<file path="src/rtl/alu_arbiter_pkg.sv">
// Shared constants for the two-requester ALU arbiter: ALU opcodes and the
// response-holding FSM state type.
package alu_arbiter_pkg;

    // ALU operation codes (4-bit encodings, zero-extended to OPCODE_LENGTH)
    localparam logic [3:0] ALU_AND = 4'b0000;
    localparam logic [3:0] ALU_OR  = 4'b0001;
    localparam logic [3:0] ALU_ADD = 4'b0010;
    localparam logic [3:0] ALU_SUB = 4'b0110;
    localparam logic [3:0] ALU_EQ  = 4'b1000;

    // IDLE: no result held (rsp_valid=0); HOLD: result register valid
    typedef enum logic {
        ST_IDLE = 1'b0,
        ST_HOLD = 1'b1
    } arb_state_e;

endpackage : alu_arbiter_pkg

</file>
<file path="src/rtl/alu_arbiter_alu.sv">
// Purely combinational ALU shared by both requesters. Arithmetic wraps
// modulo 2^DATA_WIDTH; unknown opcodes produce zero.
module alu_arbiter_alu
    import alu_arbiter_pkg::*;
#(
    parameter int DATA_WIDTH    = 32,
    parameter int OPCODE_LENGTH = 4
) (
    input  logic [DATA_WIDTH-1:0]    a_i,
    input  logic [DATA_WIDTH-1:0]    b_i,
    input  logic [OPCODE_LENGTH-1:0] op_i,
    output logic [DATA_WIDTH-1:0]    result_o
);

    // Decode the opcode and compute the result; default keeps it latch-free
    always_comb begin
        result_o = '0;
        case (op_i)
            OPCODE_LENGTH'(ALU_AND): result_o = a_i & b_i;
            OPCODE_LENGTH'(ALU_OR):  result_o = a_i | b_i;
            OPCODE_LENGTH'(ALU_ADD): result_o = a_i + b_i;
            OPCODE_LENGTH'(ALU_SUB): result_o = a_i - b_i;
            OPCODE_LENGTH'(ALU_EQ):  result_o = {{(DATA_WIDTH-1){1'b0}}, (a_i == b_i)};
            default:                 result_o = '0;
        endcase
    end

endmodule : alu_arbiter_alu

</file>
<file path="src/rtl/alu_arbiter.sv">
// Two requesters share one ALU through a round-robin arbiter. The accepted
// operation's result is registered and offered on a single response port.
//
// Handshake: a transfer happens on a rising edge where valid && ready are
// both high. Request side: reqN_valid may rise or fall at any time; the
// arbiter raises at most one reqN_ready per cycle, never during reset, and
// only when the response register is empty or being drained this cycle.
// Response side: rsp_valid stays high with rsp_data/rsp_id stable until
// rsp_ready is sampled high; rsp_ready while rsp_valid=0 has no effect.
module alu_arbiter
    import alu_arbiter_pkg::*;
#(
    parameter int DATA_WIDTH    = 32,
    parameter int OPCODE_LENGTH = 4
) (
    input  logic                     clk,
    input  logic                     reset,
    input  logic                     req0_valid,
    output logic                     req0_ready,
    input  logic [DATA_WIDTH-1:0]    req0_a,
    input  logic [DATA_WIDTH-1:0]    req0_b,
    input  logic [OPCODE_LENGTH-1:0] req0_op,
    input  logic                     req1_valid,
    output logic                     req1_ready,
    input  logic [DATA_WIDTH-1:0]    req1_a,
    input  logic [DATA_WIDTH-1:0]    req1_b,
    input  logic [OPCODE_LENGTH-1:0] req1_op,
    output logic                     rsp_valid,
    input  logic                     rsp_ready,
    output logic                     rsp_id,
    output logic [DATA_WIDTH-1:0]    rsp_data,
    output arb_state_e               dbg_state_o
);

    arb_state_e             state_q, state_d;
    logic                   last_grant_q, last_grant_d;
    logic                   rsp_id_q, rsp_id_d;
    logic [DATA_WIDTH-1:0]  rsp_data_q, rsp_data_d;

    logic                   both_valid;
    logic                   any_valid;
    logic                   grant_id;
    logic                   can_take;
    logic                   accept;

    logic [DATA_WIDTH-1:0]    alu_a;
    logic [DATA_WIDTH-1:0]    alu_b;
    logic [OPCODE_LENGTH-1:0] alu_op;
    logic [DATA_WIDTH-1:0]    alu_result;

    // Round-robin grant and accept decision
    always_comb begin
        both_valid = req0_valid && req1_valid;
        any_valid  = req0_valid || req1_valid;
        // Contention goes to the requester that did not win last; otherwise
        // the lone valid requester (req0 index when nobody is valid).
        if (both_valid) begin
            grant_id = ~last_grant_q;
        end else begin
            grant_id = req1_valid;
        end
        can_take   = (state_q == ST_IDLE) || rsp_ready;
        accept     = any_valid && can_take && !reset;
        req0_ready = accept && !grant_id;
        req1_ready = accept &&  grant_id;
    end

    // Operand mux feeding the single shared ALU
    always_comb begin
        alu_a  = grant_id ? req1_a  : req0_a;
        alu_b  = grant_id ? req1_b  : req0_b;
        alu_op = grant_id ? req1_op : req0_op;
    end

    alu_arbiter_alu #(
        .DATA_WIDTH    (DATA_WIDTH),
        .OPCODE_LENGTH (OPCODE_LENGTH)
    ) u_alu (
        .a_i      (alu_a),
        .b_i      (alu_b),
        .op_i     (alu_op),
        .result_o (alu_result)
    );

    // FSM next state plus result/pointer next values; an accept always
    // reloads the result register, even while the old one is being drained
    always_comb begin
        state_d      = state_q;
        last_grant_d = last_grant_q;
        rsp_id_d     = rsp_id_q;
        rsp_data_d   = rsp_data_q;
        case (state_q)
            ST_IDLE: begin
                if (accept) state_d = ST_HOLD;
            end
            ST_HOLD: begin
                if (accept)         state_d = ST_HOLD;
                else if (rsp_ready) state_d = ST_IDLE;
            end
            default: state_d = ST_IDLE;
        endcase
        if (accept) begin
            last_grant_d = grant_id;
            rsp_id_d     = grant_id;
            rsp_data_d   = alu_result;
        end
    end

    // State, pointer and result registers with synchronous reset
    always_ff @(posedge clk) begin
        if (reset) begin
            state_q      <= ST_IDLE;
            last_grant_q <= 1'b1;
            rsp_id_q     <= 1'b0;
            rsp_data_q   <= '0;
        end else begin
            state_q      <= state_d;
            last_grant_q <= last_grant_d;
            rsp_id_q     <= rsp_id_d;
            rsp_data_q   <= rsp_data_d;
        end
    end

    assign rsp_valid   = (state_q == ST_HOLD);
    assign rsp_id      = rsp_id_q;
    assign rsp_data    = rsp_data_q;
    assign dbg_state_o = state_q;

endmodule : alu_arbiter

</file>
<file path="config.mk">
export PLATFORM = sky130hd
export DESIGN_NAME = alu_arbiter
export DESIGN_NICKNAME = d
export VERILOG_FILES = /design/src/rtl/alu_arbiter_pkg.sv /design/src/rtl/alu_arbiter_alu.sv /design/src/rtl/alu_arbiter.sv
export SDC_FILE = /design/constraint.sdc
export NUM_CORES = 1
export LEC_CHECK = 0
export ABC_AREA = 1
export BUFFER_PORTS_ARGS = -buffer_cell sky130_fd_sc_hd__buf_4
export CAP_MARGIN = 15
export CORE_MARGIN = 8
export CORE_UTILIZATION = 52
export CTS_CLUSTER_SIZE = 12
export DETAILED_ROUTE_END_ITERATION = 8
export GPL_TIMING_DRIVEN = 0
export PLACE_DENSITY_LB_ADDON = 0.1
export SKIP_CTS_REPAIR_TIMING = 1
export SKIP_LAST_GASP = 1
export SYNTH_ARGS = -nofsm -noshare
export SYNTH_HDL_FRONTEND = slang
export SYNTH_SLANG_ARGS = --single-unit
</file>
<file path="constraint.sdc">
create_clock -name clk -period 3.45 [get_ports clk]
set_clock_uncertainty 0.05 [all_clocks]
set_input_delay 0.8625 -clock clk [delete_from_list [all_inputs] [get_ports clk]]
set_output_delay 0.8625 -clock clk [all_outputs]
set_load 0.05 [all_outputs]
</file>
==> results of run 1 <==
-- synth_stat cells, drive strengths merged --
| master | count |
|---|---|
| nand3 | 125 |
| fa | 2 |
| dfxtp | 35 |
| o22ai | 19 |
| and3 | 1 |
| a31oi | 5 |
| o211ai | 2 |
| ha | 101 |
| o21ai | 103 |
| o32ai | 1 |
| nor4 | 3 |
| xor2 | 4 |
| o2111ai | 7 |
| nand2b | 1 |
| and2 | 4 |
| o21bai | 5 |
| buf | 43 |
| inv | 373 |
| nand3b | 8 |
| a21oi | 46 |
| or2 | 18 |
| nor2 | 111 |
| nand4 | 6 |
| nand2 | 586 |
| nor3 | 11 |
| clkbuf | 14 |
-- critical path, delay by kind of cell --
kind | cells | cell delay, ns
adders and majority gates | 1 | 0.27
buffers and inverters | 6 | 0.66
AOI/OAI and AO/OA | 1 | 0.08
and+or+nand+nor | 14 | 1.72
-- kinds of logic after synthesis --
logic type	count (synthesis)	synth area share [%]
AO/OA/AOI/OAI	188	12.2
XOR/XNOR	4	0.418
adder cells (fa/ha/maj)	103	15.6
buffers and inverters	430	20.4
flip-flops	35	8.37
AND/OR/NAND/NOR	874	43.1
-- layout by cell type (no fill, tap or decap), drive strengths merged --
cell	count
nand2	586
inv	373
buf	255
nand3	125
nor2	111
o21ai	103
ha	101
a21oi	46
dfxtp	35
o22ai	19
or2	18
clkbuf	14
nor3	11
nand3b	8
o2111ai	7
nand4	6
a31oi	5
o21bai	5
xor2	4
and2	4
nor4	3
o211ai	2
fa	2
nand2b	1
and3	1
o32ai	1
clkinv	1
bufinv	1
-- power by group through the flow --
stage	Combinational, mW	Sequential [mW]	Clock (mW)
2_1_floorplan	1.38	0.560	0
3_3_place_gp	2.16	0.458	0
3_5_place_dp	2.20	0.459	0
4_1_cts	2.21	0.452	0.520
5_1_grt	3.12	0.456	0.541
6_report	2.91	0.452	0.519
-- worst max path at each step --
stage                         to  startpoint  cells past startpoint  slack (ns)
CTS                 rsp_data[30]  req0_valid                     22       -0.74
finish              rsp_data[25]  req0_valid                     22       -0.06
detailed placement  rsp_data[30]  req0_valid                     22       -1.01
floorplan           rsp_data[12]  req0_valid                     20        0.06
global placement    rsp_data[30]  req0_valid                     22       -0.94
global route        rsp_data[30]  req0_valid                     22       -0.10
-- sequential cells by signal, indices dropped and copies added, names as in the netlist --
register,flops
last_grant_q,1
rsp_data,32
rsp_id,1
dbg_state_o,1
-- layer usage --
| layer | wire [microns] | vias up |
|---|---|---|
| li1 | - | 5364 |
| met1 | 15300 | 5120 |
| met2 | 15900 | 713 |
| met3 | 4500 | 108 |
| met4 | 1290 | 0 |
| met5 | 0 | - |
-- stage by stage --
step	cell area [sq um]	power (mW)	hold WS [ns]
after global routing	11800	4.12	0.420
after detailed placement	9970	2.66	0.390
after CTS	10100	3.18	0.402
after floorplan	8370	1.94	0.411
after global placement	9970	2.62	0.388
final	11800	3.89	0.401
-- layout make-up --
class	instances	area, sq um	share of cell area, %
clock inverters	2	35.0	0.296
repair buffers	207	1600	13.5
well taps	216	270	2.29
inverters	373	1410	11.9
clock buffers	6	139	1.17
flip-flops and latches	35	701	5.93
plain buffers	56	541	4.57
multi-input cells	1169	7130	60.3
==> results.json, run 1 <==
{
  "area_delta_synth_final_pct": 41.2,
  "num_vias": 11305,
  "use_met1_pct": 42.7,
  "r2r-start": "last_grant_q",
  "die-area_sq_um": 20400,
  "p_clk_share_pct": 13.4,
  "insertion_delay_ns": 0.28,
  "p_int_mw": 1.82,
  "nets": 2091,
  "final_cells": 2064,
  "fin_crit_ns": 3.51,
  "path_common_cell": "nand2_1",
  "grt_setup_unrepaired": "true",
  "syn_area_per_cell_sq_um": 5.12,
  "globalRouteOverflowTotal": 0,
  "worstPathCellList": "buf_4 -> nand2_2 -> nand2_4 -> inv_6 -> buf_8 -> or2_2 -> o21ai_2 -> inv_2 -> ha_4 -> buf_8 -> buf_4 -> nand2_1 -> nor2_1 -> nand3_1 -> nand3b_1 -> nand3_2 -> nand2_1 -> nand2_1 -> nand3_2 -> nand3_2 -> nand2_1 -> nand2_1",
  "syn-instance-count": 1634,
  "rows": 46,
  "drive_above_1_share_pct": 30.2,
  "slew_viol_final": 0,
  "start_util_pct": 52.9,
  "layout_setup_ws_ns": -0.0604,
  "htree_levels": 2,
  "p_seq_share_pct": 11.6,
  "crit_path_max_incr_delay_ns": 0.30,
  "antenna_cells": 0,
  "crit_path_end_kind": "register",
  "hold_viol": 0,
  "wire_per_inst_microns": 17.9,
  "port-buffer-count": 177,
  "cts_buffer_depth": 2,
  "route.antenna.remaining_nets": 0,
  "pwr-share-comb_pct": 75.0,
  "ff2ff_setup_slack_ns": 0.28,
  "drt_wl_total_mm": 37.0,
  "switching_share_pct": 53.2,
  "final_util_pct": 74.7,
  "switchingPower_mw": 2.07,
  "grt_max_degree": 12,
  "powerDensity_nw_per_um2": 329,
  "period_share_pct": 102,
  "ios": 178,
  "seq_area_frac_synth_pct": 8.37,
  "fmax_ghz": 0.285,
  "grt_pass1_wl_mm": 51.2,
  "gp_congestion": 1.04,
  "yosysWarnings": 0,
  "violations": "setup timing",
  "clock_sinks": 35,
  "min_path_type": "reg -> reg",
  "worst_slew_pin_slew_ns": 0.538,
  "slew_headroom_pct": 63.7,
  "criticalPathCategory": "in -> reg",
  "clockRootBuffer": "clkbuf_16",
  "die_w_microns": 143,
  "grt_antenna_before_repair": 0,
  "synth_top_area_share_pct": 25.9,
  "hold_end": "rsp_data[28]",
  "cpMaxStageDelayCell": "nand3b_1",
  "cts_tree": "done",
  "crit_arrival_ns": 3.63,
  "grt_usage_pct": 32.3,
  "finalSetupTns_ns": -0.0717,
  "die_h_microns": 143,
  "fillers": 1330,
  "syn_area_sq_um": 8370,
  "hold_depth": 2,
  "worst-r2r-cell-count": 21,
  "fp.coreArea_sq_um": 15800,
  "ir_drop_uv": 293,
  "finalSetupViolations": 2,
  "drv_cap": 0,
  "cp-start-kind": "primary input",
  "p_leak_nw": 6.79,
  "grt_use_met2_pct": 49.2,
  "syn_nets": 1878,
  "viasPerCell": 5.48,
  "yosysTopAreaCell": "nand2_1",
  "ys_types": 35,
  "grt_pass1_vias": 9822,
  "dpl.cell_count": 2027,
  "crit_fanout": 10,
  "globalRoute.busiestLayer": "met2",
  "dr.pass1.iters": 6,
  "cts_buffers": 5,
  "synth_area_leaders": "nand2_1 26%, inv_1 16%, ha_1 15%",
  "holdCritStartpoint": "rsp_data[28]",
  "hpwlAfterDp_mm": 28.6,
  "met3_usage_pct": 9.52,
  "drc_errors": 0,
  "synth_seq_cells": 35,
  "dp_worst_setup_slack_ns": -1.01,
  "drtIter0Drc": 1173,
  "clkSlewWorstSetupHoldPaths_ns": 0.05,
  "rr_endpoint": "rsp_data[25]",
  "required_ns": 3.57,
  "status": "complete, but fails checks"
}
Note: power is estimated with default switching activity, not from simulation.
==> run 2: changes to the inputs <==
==> constraint.sdc (replaced) <==
create_clock -name clk -period 3.1 [get_ports clk]
set_clock_uncertainty 0.05 [all_clocks]
set_input_delay 0.775 -clock clk [delete_from_list [all_inputs] [get_ports clk]]
set_output_delay 0.775 -clock clk [all_outputs]
set_load 0.05 [all_outputs]
==> results.json, run 2 (synthesized netlist as in run 1, its figures left out) <==
{
  "slew_headroom_pct": 64.0,
  "power_mw": 4.79,
  "final_util_pct": 81.4,
  "ff2ff_setup_slack_ns": 0.12,
  "grt_pass1_vias": 9712,
  "die_w_microns": 143,
  "die-area_sq_um": 20400,
  "grt_max_degree": 13,
  "gp_congestion": 1.03,
  "period_share_pct": 104,
  "worst_slew_pin_slew_ns": 0.541,
  "drt_wl_total_mm": 37.3,
  "slew_viol_final": 0,
  "use_met1_pct": 41.2,
  "nets": 2119,
  "violations": "setup timing",
  "route.antenna.remaining_nets": 0,
  "htree_levels": 2,
  "layout_common_cells": "448 x nand2_1, 326 x inv_1, 234 x buf_4, 110 x nand2_2, 91 x nand3_1",
  "mostFrequentLayoutCell": "nand2_1",
  "fp.coreArea_sq_um": 15800,
  "powerDensity_nw_per_um2": 372,
  "drive_above_1_share_pct": 38.5,
  "clock_sinks": 35,
  "p_leak_nw": 7.17,
  "cp.depth": 9,
  "grt_pass1_wl_mm": 49.6,
  "dr.pass1.iters": 6,
  "insertion_delay_ns": 0.29,
  "met3_usage_pct": 9.45,
  "grt_usage_pct": 31.2,
  "crit_path_max_incr_delay_ns": 0.46,
  "finalSetupViolations": 20,
  "cpMaxStageDelayCell": "clkbuf_1",
  "crit_path_end_kind": "output port",
  "grt_use_met2_pct": 46.9,
  "drtIter0Drc": 1310,
  "path_delay_family": "buffers and inverters",
  "criticalPathCategory": "in -> out",
  "grt_setup_unrepaired": "true",
  "fmax_ghz": 0.311,
  "cp-start-kind": "primary input",
  "hpwlAfterDp_mm": 27.6,
  "hold_depth": 2,
  "layout_setup_ws_ns": -0.120,
  "dpl_cell_area_sq_um": 10000,
  "worst-r2r-cell-count": 20,
  "min_path_type": "reg -> reg",
  "port-buffer-count": 177,
  "fin_crit_ns": 3.22,
  "required_ns": 2.27,
  "cts_buffers": 5,
  "drc_errors": 0,
  "hold_viol": 0,
  "crit_path_start": "rsp_ready",
  "viasPerCell": 5.46,
  "antenna_cells": 0,
  "die_h_microns": 143,
  "clockRootBuffer": "clkbuf_16",
  "rows": 46,
  "clkSlewWorstSetupHoldPaths_ns": 0.05,
  "largest_reg_flops": 32,
  "ir_drop_uv": 360,
  "globalRoute.busiestLayer": "met2",
  "path_buf_inv": 5,
  "wire_per_inst_microns": 17.8,
  "crit_arrival_ns": 2.39,
  "worstPathCellList": "buf_4 -> inv_1 -> nand2_1 -> o21ai_0 -> nor2_1 -> clkbuf_1 -> inv_1 -> nor2_1 -> buf_4",
  "cts_buffer_depth": 2,
  "globalRouteOverflowTotal": 0,
  "num_vias": 11427,
  "fin_area_sq_um": 12900,
  "start_util_pct": 52.9,
  "ios": 178,
  "r2r-start": "last_grant_q",
  "grt_antenna_before_repair": 0,
  "drv_cap": 0,
  "status": "complete, but fails checks",
  "area_delta_synth_final_pct": 53.8,
  "cts_tree": "done",
  "crit_fanout": 10,
  "holdCritStartpoint": "rsp_data[22]"
}
[run 2: cell count changes in the layout (fill, tap and decap cells not counted), sizes merged]
| cell | delta |
|---|---|
| buf | +27 |
| bufinv | +1 |
| clkinvlp | +1 |
| clkinv | -1 |
[run 2: tightest hold or removal path, delay by kind of cell, from the launching register on]
kind          cells  cell delay (ns)
simple gates      2             0.10
flops             1             0.31
[run 2: per-stage QoR]
step | setup slack, ns | cells | hold slack (ns) | TNS, ns
after detailed placement | -1.00 | 2027 | 0.392 | -24.62
after global routing | -0.221 | 2092 | 0.425 | -3.22
after global placement | -0.961 | 2027 | 0.389 | -23.62
after CTS | -0.712 | 2035 | 0.403 | -15.81
final | -0.120 | 2092 | 0.400 | -0.754
after floorplan | -0.0144 | 1634 | 0.411 | -0.0144
[run 2: path summary, 6_finish.rpt]
check                       to
setup / recovery    req0_ready
hold / removal    rsp_data[22]
setup reg to reg  rsp_data[11]
hold reg to reg   rsp_data[22]
[run 2: final cells by class]
type,count,area [sq um]
buffer,55,593
clock inverter,3,67.6
sequential,35,701
timing repair buffer,236,1850
tap,216,270
inverter,373,1420
fill,1121,2950
clock buffer,5,125
multi-input combinational,1169,7850
[run 2: power breakdown]
| part | switching (mW) | total, mW | internal (mW) | leakage, nW |
|---|---|---|---|---|
| combinational | 2.29 | 3.63 | 1.34 | 6.79 |
| sequential | 0.0189 | 0.503 | 0.485 | 0.285 |
| clock | 0.193 | 0.654 | 0.460 | 0.0900 |
| total | 2.50 | 4.79 | 2.29 | 7.17 |
[run 2: layer usage]
layer | part of all wire, % | wire (microns)
met4 | 4.2 | 1560
met1 | 39 | 14600
met3 | 13 | 4830
met5 | 0 | 0
met2 | 44 | 16200
==> run 3: changes to the inputs <==
--- a/config.mk
+++ b/config.mk
@@ -8,6 +8,7 @@
 export ABC_AREA = 1
 export BUFFER_PORTS_ARGS = -buffer_cell sky130_fd_sc_hd__buf_4
 export CAP_MARGIN = 15
+export CORE_ASPECT_RATIO = 0.5
 export CORE_MARGIN = 8
 export CORE_UTILIZATION = 52
 export CTS_CLUSTER_SIZE = 12
==> results.json, run 3 (synthesized netlist as in run 1, its figures left out) <==
{
  "slew_headroom_pct": 53.9,
  "crit_arrival_ns": 3.51,
  "htree_levels": 2,
  "wire_per_inst_microns": 20.8,
  "port-buffer-count": 177,
  "fp.coreArea_sq_um": 15600,
  "grt_antenna_before_repair": 0,
  "drt_wl_total_mm": 43.4,
  "largest_reg_flops": 32,
  "cts_buffers": 5,
  "die_w_microns": 195,
  "layout_setup_ws_ns": -0.235,
  "nets": 2126,
  "hpwlAfterDp_mm": 28.8,
  "dp_worst_setup_slack_ns": -1.15,
  "finalSetupViolations": 29,
  "viasPerCell": 5.95,
  "insertion_delay_ns": 0.29,
  "crit_path_max_incr_delay_ns": 0.33,
  "period_share_pct": 108,
  "worstPathCellList": "buf_8 -> nand2_8 -> nand2_8 -> buf_12 -> buf_16 -> buf_12 -> buf_12 -> nand2_2 -> o21ai_2 -> ha_1 -> buf_6 -> nor2_4 -> nand3_2 -> nor4_4 -> nand3_1 -> o21ai_1 -> nor2_2 -> a21oi_1",
  "fmax_ghz": 0.300,
  "cp-start-kind": "primary input",
  "hold_viol": 0,
  "path_delay_family": "simple AND/OR/NAND/NOR gates",
  "ir_drop_uv": 242,
  "dpl_cell_area_sq_um": 10000,
  "holdWs_ns": 0.401,
  "dr.pass1.iters": 7,
  "rows": 32,
  "clockRootBuffer": "clkbuf_16",
  "path_buf_inv": 6,
  "path_common_cell": "buf_12",
  "num_vias": 12416,
  "cts_buffer_depth": 2,
  "die_h_microns": 106,
  "drc_errors": 0,
  "drv_cap": 0,
  "mostFrequentLayoutCell": "nand2_1",
  "crit_path_end_kind": "register",
  "drtIter0Drc": 1733,
  "crit_fanout": 7,
  "globalRouteOverflowTotal": 0,
  "fin_crit_ns": 3.34,
  "min_path_type": "reg -> reg",
  "die-area_sq_um": 20700,
  "worst_slew_pin_slew_ns": 0.692,
  "area_delta_synth_final_pct": 55.2,
  "hold_depth": 2,
  "fin_area_sq_um": 13000,
  "gp_congestion": 0.986,
  "cpMaxStageDelayCell": "ha_1",
  "antenna_cells": 0,
  "violations": "setup timing",
  "slew_viol_final": 0,
  "criticalPathCategory": "in -> reg",
  "clkSlewWorstSetupHoldPaths_ns": 0.06,
  "ios": 178,
  "fillers": 977,
  "start_util_pct": 53.8,
  "grt_pass1_wl_mm": 51.9,
  "p_leak_nw": 7.30,
  "powerDensity_nw_per_um2": 373,
  "clock_sinks": 35,
  "grt_pass1_vias": 10208,
  "required_ns": 3.27,
  "layout_common_cells": "442 x nand2_1, 329 x inv_1, 237 x buf_4, 108 x nand2_2, 94 x nand3_1",
  "grt_setup_unrepaired": "true",
  "cp.depth": 18,
  "grt_max_degree": 11,
  "drive_above_1_share_pct": 38.9,
  "status": "complete, but fails checks",
  "grt_usage_pct": 31.5,
  "worst-r2r-cell-count": 18,
  "route.antenna.remaining_nets": 0,
  "cts_tree": "done"
}
run 3: cell types whose count changed in the layout (fill, tap and decap cells not counted), moves of 5 or more:
cell and change:
o21ai_1 -9, nor2_2 -6, nand3_2 -5, nand2_1 -6, o21ai_2 +10, nand2_4 +7
run 3: where the power goes:
group,total [mW],switching [mW],internal (mW)
logic,3.82,2.45,1.37
clock network,0.516,0.218,0.298
registers,0.508,0.0235,0.484
total,4.85,2.69,2.16
run 3: through the flow:
stage | power (mW) | TNS (ns) | std cells | util, %
floorplan | 2.18 | -0.0144 | 1634 | -
global placement | 2.91 | -24.26 | 2015 | 64.3
detailed placement | 2.96 | -26.77 | 2015 | 64.3
CTS | 3.48 | -17.57 | 2023 | 65.2
global route | 5.06 | -5.65 | 2087 | 83.4
finish | 4.85 | -3.91 | 2087 | 83.4
run 3: metal layers:
layer | global-route usage, % | part of all wire, %
met5 | 0 | 0
met4 | 13.9 | 7.5
met3 | 7.11 | 14
met2 | 50.7 | 43
met1 | 40.1 | 36
run 3: final timing paths:
check,start,endpoint,slack [ns]
worst max-delay path,req0_valid,rsp_data[0],-0.24
worst min-delay path,rsp_data[25],rsp_data[25],0.40
worst max register to register,last_grant_q,rsp_data[3],-0.11
worst min register to register,rsp_data[25],rsp_data[25],0.40
run 3: worst register-to-register path, cell delays in order (launching register included):
cell      delay [ns]
dfxtp_1         0.47
nand2_8         0.09
nand2_8         0.14
inv_6           0.08
buf_8           0.15
or2_2           0.29
o21ai_2         0.10
inv_2           0.09
ha_4            0.30
buf_8           0.16
inv_4           0.07
a21oi_2         0.13
nand2_2         0.10
buf_4           0.15
xor2_1          0.14
nand2_1         0.08
o211ai_1        0.11
o21ai_0         0.23
nand2_1         0.15
run 3: final cells by class:
class | count | area, sq um | area share [%]
clock buffer | 7 | 133 | 1.02
multi-input combinational | 1169 | 7910 | 60.9
timing repair buffer | 243 | 1970 | 15.2
tap | 204 | 255 | 1.96
clock inverter | 1 | 5.00 | 0.0385
buffer | 55 | 587 | 4.52
sequential | 35 | 701 | 5.39
inverter | 373 | 1420 | 11.0
